--- config.mk ---
export PLATFORM = sky130hd
export DESIGN_NAME = fpu_request_issuer
export DESIGN_NICKNAME = d
export VERILOG_FILES = /design/src/rtl/fpu_request_issuer.sv
export SDC_FILE = /design/constraint.sdc
export NUM_CORES = 1
export LEC_CHECK = 0
export CORE_MARGIN = 2
export CORE_UTILIZATION = 44
export DETAILED_ROUTE_END_ITERATION = 16
export PLACE_DENSITY = 0.94
export SYNTH_ARGS = -nofsm -noshare
export SYNTH_HDL_FRONTEND = slang
export SYNTH_SLANG_ARGS = --single-unit
--- constraint.sdc ---
create_clock -name clk -period 3.2 [get_ports clk]
set_input_delay 0.64 -clock clk [delete_from_list [all_inputs] [get_ports clk]]
set_output_delay 0.64 -clock clk [all_outputs]
set_load 0.01 [all_outputs]
--- src/rtl/fpu_request_issuer.sv ---
// Initiator for the fixed-point unit: accepts one request, holds operands on the FPU
// until it reports ready (or the wait budget runs out), then hands back the result.
module fpu_request_issuer #(
    parameter int WIDTH   = 32,
    parameter int TIMEOUT = 64
) (
    input  logic             clk,
    input  logic             reset,
    input  logic             req_valid,
    output logic             req_ready,
    input  logic [WIDTH-1:0] req_operand_1,
    input  logic [WIDTH-1:0] req_operand_2,
    input  logic [1:0]       req_operation,
    output logic             rsp_valid,
    input  logic             rsp_ready,
    output logic [WIDTH-1:0] rsp_result,
    output logic             rsp_timeout,
    output logic [WIDTH-1:0] fpu_operand_1,
    output logic [WIDTH-1:0] fpu_operand_2,
    output logic [1:0]       fpu_operation,
    input  logic [WIDTH-1:0] fpu_result,
    input  logic             fpu_ready
);

    localparam int CW = $clog2(TIMEOUT);
    localparam logic [CW-1:0] CNT_LAST = CW'(TIMEOUT - 1);

    typedef enum logic [1:0] {
        ST_IDLE  = 2'd0,
        ST_ISSUE = 2'd1,
        ST_WAIT  = 2'd2,
        ST_RESP  = 2'd3
    } state_t;

    state_t           state_r, state_nxt_s;
    logic [CW-1:0]    cnt_r, cnt_nxt_s;
    logic             req_ready_r, rsp_valid_r, rsp_timeout_r;
    logic             rsp_timeout_nxt_s;
    logic [WIDTH-1:0] rsp_result_r, rsp_result_nxt_s;
    logic [WIDTH-1:0] op1_r, op2_r, op1_nxt_s, op2_nxt_s;
    logic [1:0]       opc_r, opc_nxt_s;
    logic             accept_s;

    // req_ready_r is low for the first cycle out of reset, so acceptance also needs it
    assign accept_s = (state_r == ST_IDLE) && req_valid && req_ready_r;

    // State register
    always_ff @(posedge clk or negedge reset) begin
        if (!reset) begin
            state_r <= ST_IDLE;
        end else begin
            state_r <= state_nxt_s;
        end
    end

    // Next-state logic; ISSUE never looks at fpu_ready so a stale ready is masked
    always_comb begin
        state_nxt_s = state_r;
        case (state_r)
            ST_IDLE: begin
                if (accept_s) state_nxt_s = ST_ISSUE;
                else          state_nxt_s = ST_IDLE;
            end
            ST_ISSUE: state_nxt_s = ST_WAIT;
            ST_WAIT: begin
                if (fpu_ready || (cnt_r == CNT_LAST)) state_nxt_s = ST_RESP;
                else                                  state_nxt_s = ST_WAIT;
            end
            ST_RESP: begin
                if (rsp_ready) state_nxt_s = ST_IDLE;
                else           state_nxt_s = ST_RESP;
            end
            default: state_nxt_s = ST_IDLE;
        endcase
    end

    // Next values of the datapath registers; ready beats timeout on the last wait edge
    always_comb begin
        cnt_nxt_s         = cnt_r;
        rsp_result_nxt_s  = rsp_result_r;
        rsp_timeout_nxt_s = rsp_timeout_r;
        op1_nxt_s         = op1_r;
        op2_nxt_s         = op2_r;
        opc_nxt_s         = opc_r;
        case (state_r)
            ST_IDLE: begin
                if (accept_s) begin
                    op1_nxt_s = req_operand_1;
                    op2_nxt_s = req_operand_2;
                    opc_nxt_s = req_operation;
                    cnt_nxt_s = '0;
                end else begin
                    cnt_nxt_s = cnt_r;
                end
            end
            ST_WAIT: begin
                if (fpu_ready) begin
                    rsp_result_nxt_s  = fpu_result;
                    rsp_timeout_nxt_s = 1'b0;
                end else if (cnt_r == CNT_LAST) begin
                    rsp_result_nxt_s  = '0;
                    rsp_timeout_nxt_s = 1'b1;
                end else begin
                    cnt_nxt_s = cnt_r + CW'(1);
                end
            end
            default: cnt_nxt_s = cnt_r;
        endcase
    end

    // Datapath and registered handshake outputs
    always_ff @(posedge clk or negedge reset) begin
        if (!reset) begin
            cnt_r         <= '0;
            req_ready_r   <= 1'b0;
            rsp_valid_r   <= 1'b0;
            rsp_result_r  <= '0;
            rsp_timeout_r <= 1'b0;
            op1_r         <= '0;
            op2_r         <= '0;
            opc_r         <= 2'd0;
        end else begin
            cnt_r         <= cnt_nxt_s;
            req_ready_r   <= (state_nxt_s == ST_IDLE);
            rsp_valid_r   <= (state_nxt_s == ST_RESP);
            rsp_result_r  <= rsp_result_nxt_s;
            rsp_timeout_r <= rsp_timeout_nxt_s;
            op1_r         <= op1_nxt_s;
            op2_r         <= op2_nxt_s;
            opc_r         <= opc_nxt_s;
        end
    end

    assign req_ready     = req_ready_r;
    assign rsp_valid     = rsp_valid_r;
    assign rsp_result    = rsp_result_r;
    assign rsp_timeout   = rsp_timeout_r;
    assign fpu_operand_1 = op1_r;
    assign fpu_operand_2 = op2_r;
    assign fpu_operation = opc_r;

endmodule

==> metrics.txt <==
Slew Viols, Final=0; setup ws final=about 1.1 ns; crit-path cells=clkdlybuf4s50_1 -> and4bb_2 -> buf_4 -> nand2_1 -> nand2_1; nets=between 700 and 800; cts repair resizes=0; Worst slew margin=a little over half; commonest cells in the netlist=nand2_1, dfrtp_1, o2bb2ai_1; Synth Instances=439; global route total overflow=0; Vias=around 3700; clock sink total=between 100 and 150; mean routed wirelength per cell=about 15 µm; largest area contributor in the netlist=dfrtp_1; dpl cells=between 700 and 800; Synth Flop Type=dfrtp_1; Post-DRT Antenna Nets=0; TritonCTS clock tree=yes; adder-cell area share of the yosys netlist=0.290%; IO Port Bufs=roughly 200; Cell Rows=36; MaxCap Viol Count=0; Seq/Total Area, Yosys=a little over three fifths; global-route track usage on met2=between 30% and 40%; overall die height=103 µm; area grow syn2layout=53.6%; Setup-failing EPs final=0; Tcrit/Tclk final=between 60% and 70%; actual slew at the worst max-slew pin=about 0.7 ns; Initial Util=around 45%; first-pass GRT wire length=18.0 mm; postcts setup bufs=0; slowest stage delay, CP=about 0.53 ns; Worst Clk Skew=between 0.015 and 0.02 ns; Vias/cell=a little under 5; Worst path most repeated cell=nand2_1; synth top area cells=dfrtp_1, nand2_1, o2bb2ai_1; Num CTS Buffers=9; Buf/Inv on CP=2; reg2reg end=fpu_operand_2[28]; FF+latch count, synth=roughly 110; ANT cells=0; final HPWL from detailed placement=approximately 8.6 mm; Root Driver=clkbuf_8; met3 GRT Util=6.10%; initial antenna violation count=0; Post-synth EDFFs=0; Post-Synth XOR/XNOR Area=0%; CP Launch Type=primary input; GRT Util Overall=roughly 22%; pre-CTS WS=0.727 ns; Worst Path Arrival=between 2 and 2.5 ns; largest family of logic cells by synthesized area=simple AND/OR/NAND/NOR gates; Ports=just over 200; largest net degree at the start of global routing=57; Mean Syn Cell Area=9.82 µm²; FF-to-FF Start=state_r[0]; maximum clock rate=~480 MHz; hold buffers post-CTS=0; Clock transition at path regs=0.11 ns; PwrDens=just under 900 mW/mm²; final RePlAce weighted congestion=slightly below 0.8; Req. time, crit path=around 3.5 ns; Die W=103 µm; grt peak-use layer=met2; Simple-Gate Fraction of Synth Area=23.4%; Net Count, Synth=around 540; Cell Area, Synth=~0.0043 mm²; H-tree levels=3; setup TNS=0 ns; number of global-route vias before repair=3831; Die ar.=between 0.01 and 0.015 mm²; critical path's top delay family=buffers and inverters; clock tree buffer depth=2; routed wire length=about 12 mm; Final Hold Violating Endpoints=0; RSZ-0062 raised after global routing=no; slowest CP cell=clkdlybuf4s50_1; Netlist cell types=35; critical path peak fanout=between 40 and 50; R2R Setup Slk=~1.3 ns; post-layout min period=around 2.1 ns; drt first pass iters=6; fraction of layout cells with a size suffix above 1=4.25%; path type of the worst min-delay path=in2async; DRC Markers=0; worst r2r path cells=4; count leader, synth=nand2_1; WS Path Type=in2reg; fin util=between 60 and 70%; instance count on the critical path=5; Worst VDD drop=447 µV; Clock Latency Late Sink=roughly 0.36 ns; met1 Track Usage GR=between 20% and 30%; CP Capture Type=flip-flop; core area=a little under 0.01 mm²; Async S/R FF share, synth=100%; proportion of synthesized area in mux cells=0.494%; drt initial violations=~130; post-route insts no fill=768; Compound-Gate Fraction of Synth Area=a little under a tenth; area share of the largest cell type after synthesis=approximately 63%; Pleak=~3 nW; Ys Warns=0; outcome=finished, final reports clean
-- worst max-delay path by stage --
stage	start	endpoint	slack, ns
2_1_floorplan	fpu_ready	cnt_r[3]	1.47
3_3_place_gp	req_valid	fpu_operand_2[27]	0.79
3_5_place_dp	req_valid	fpu_operand_1[6]	0.73
4_1_cts	req_valid	fpu_operand_1[6]	1.11
5_1_grt	req_valid	fpu_operand_1[9]	0.99
6_report	req_valid	fpu_operand_2[28]	1.10
-- flip-flops by register name, summed over array words and instances (netlist names) --
name,cells
fpu_operation,2
state_r,2
fpu_operand_1,32
req_ready,1
rsp_valid,1
fpu_operand_2,32
rsp_result,32
rsp_timeout,1
cnt_r,6
-- logic make-up after synthesis --
| kind of cell | count (synthesis) |
|---|---|
| adders and majority gates | 1 |
| AOI/OAI and AO/OA | 45 |
| muxes | 2 |
| buffers and inverters | 30 |
| DFF | 109 |
| and+or+nand+nor | 252 |
-- placed cells by master (no fill, tap or decap), drive strengths merged, types with 3 or more instances in the layout --
master and instances:
a211o 3, nand2 232, nor3 3, nand3 3, dfrtp 109, clkbuf 11
inv 3, clkdlybuf4s50 202, buf 8, o2bb2ai 33
-- layer usage --
layer | wire, µm | up-vias
met1 | 4550 | 1785
li1 | - | 1798
met5 | 0 | -
met4 | 214 | 0
met2 | 5990 | 144
met3 | 814 | 21
-- worst reg2reg max path, delay by kind of cell, from the launching register on --
kind / cells / cell delay, ns
buffers and inverters: 1 / 0.49
flip-flops: 1 / 0.51
AND/OR/NAND/NOR: 3 / 0.85
-- report_power, final --
part / switching [W] / internal [W] / leakage (nW)
combinational: 0.00114 / 0.00146 / 1.64
clock: 0.000466 / 0.000307 / 0.0824
sequential: 0.000388 / 0.00200 / 1.36
total: 0.00199 / 0.00377 / 3.08
-- metrics by stage --
step	hold slack, ns	power [W]	instance area [µm²]
CTS	0.336	0.00582	6620
floorplan	0.344	0.00344	4310
detailed placement	0.462	0.00504	6450
finish	0.310	0.00576	6620
global route	0.363	0.00614	6620
global placement	0.457	0.00488	6450
-- area by class of cell --
cell class                      instances  area (µm²)
Fill cell                             751        3020
Clock buffer                           11         141
Clock inverter                          4        32.5
Inverter                                1        3.75
Tap cell                              133         166
Multi-Input combinational cell        300        1450
Sequential cell                       109        2730
Timing Repair Buffer                  210        2090
(Power assumes the default switching activity.)
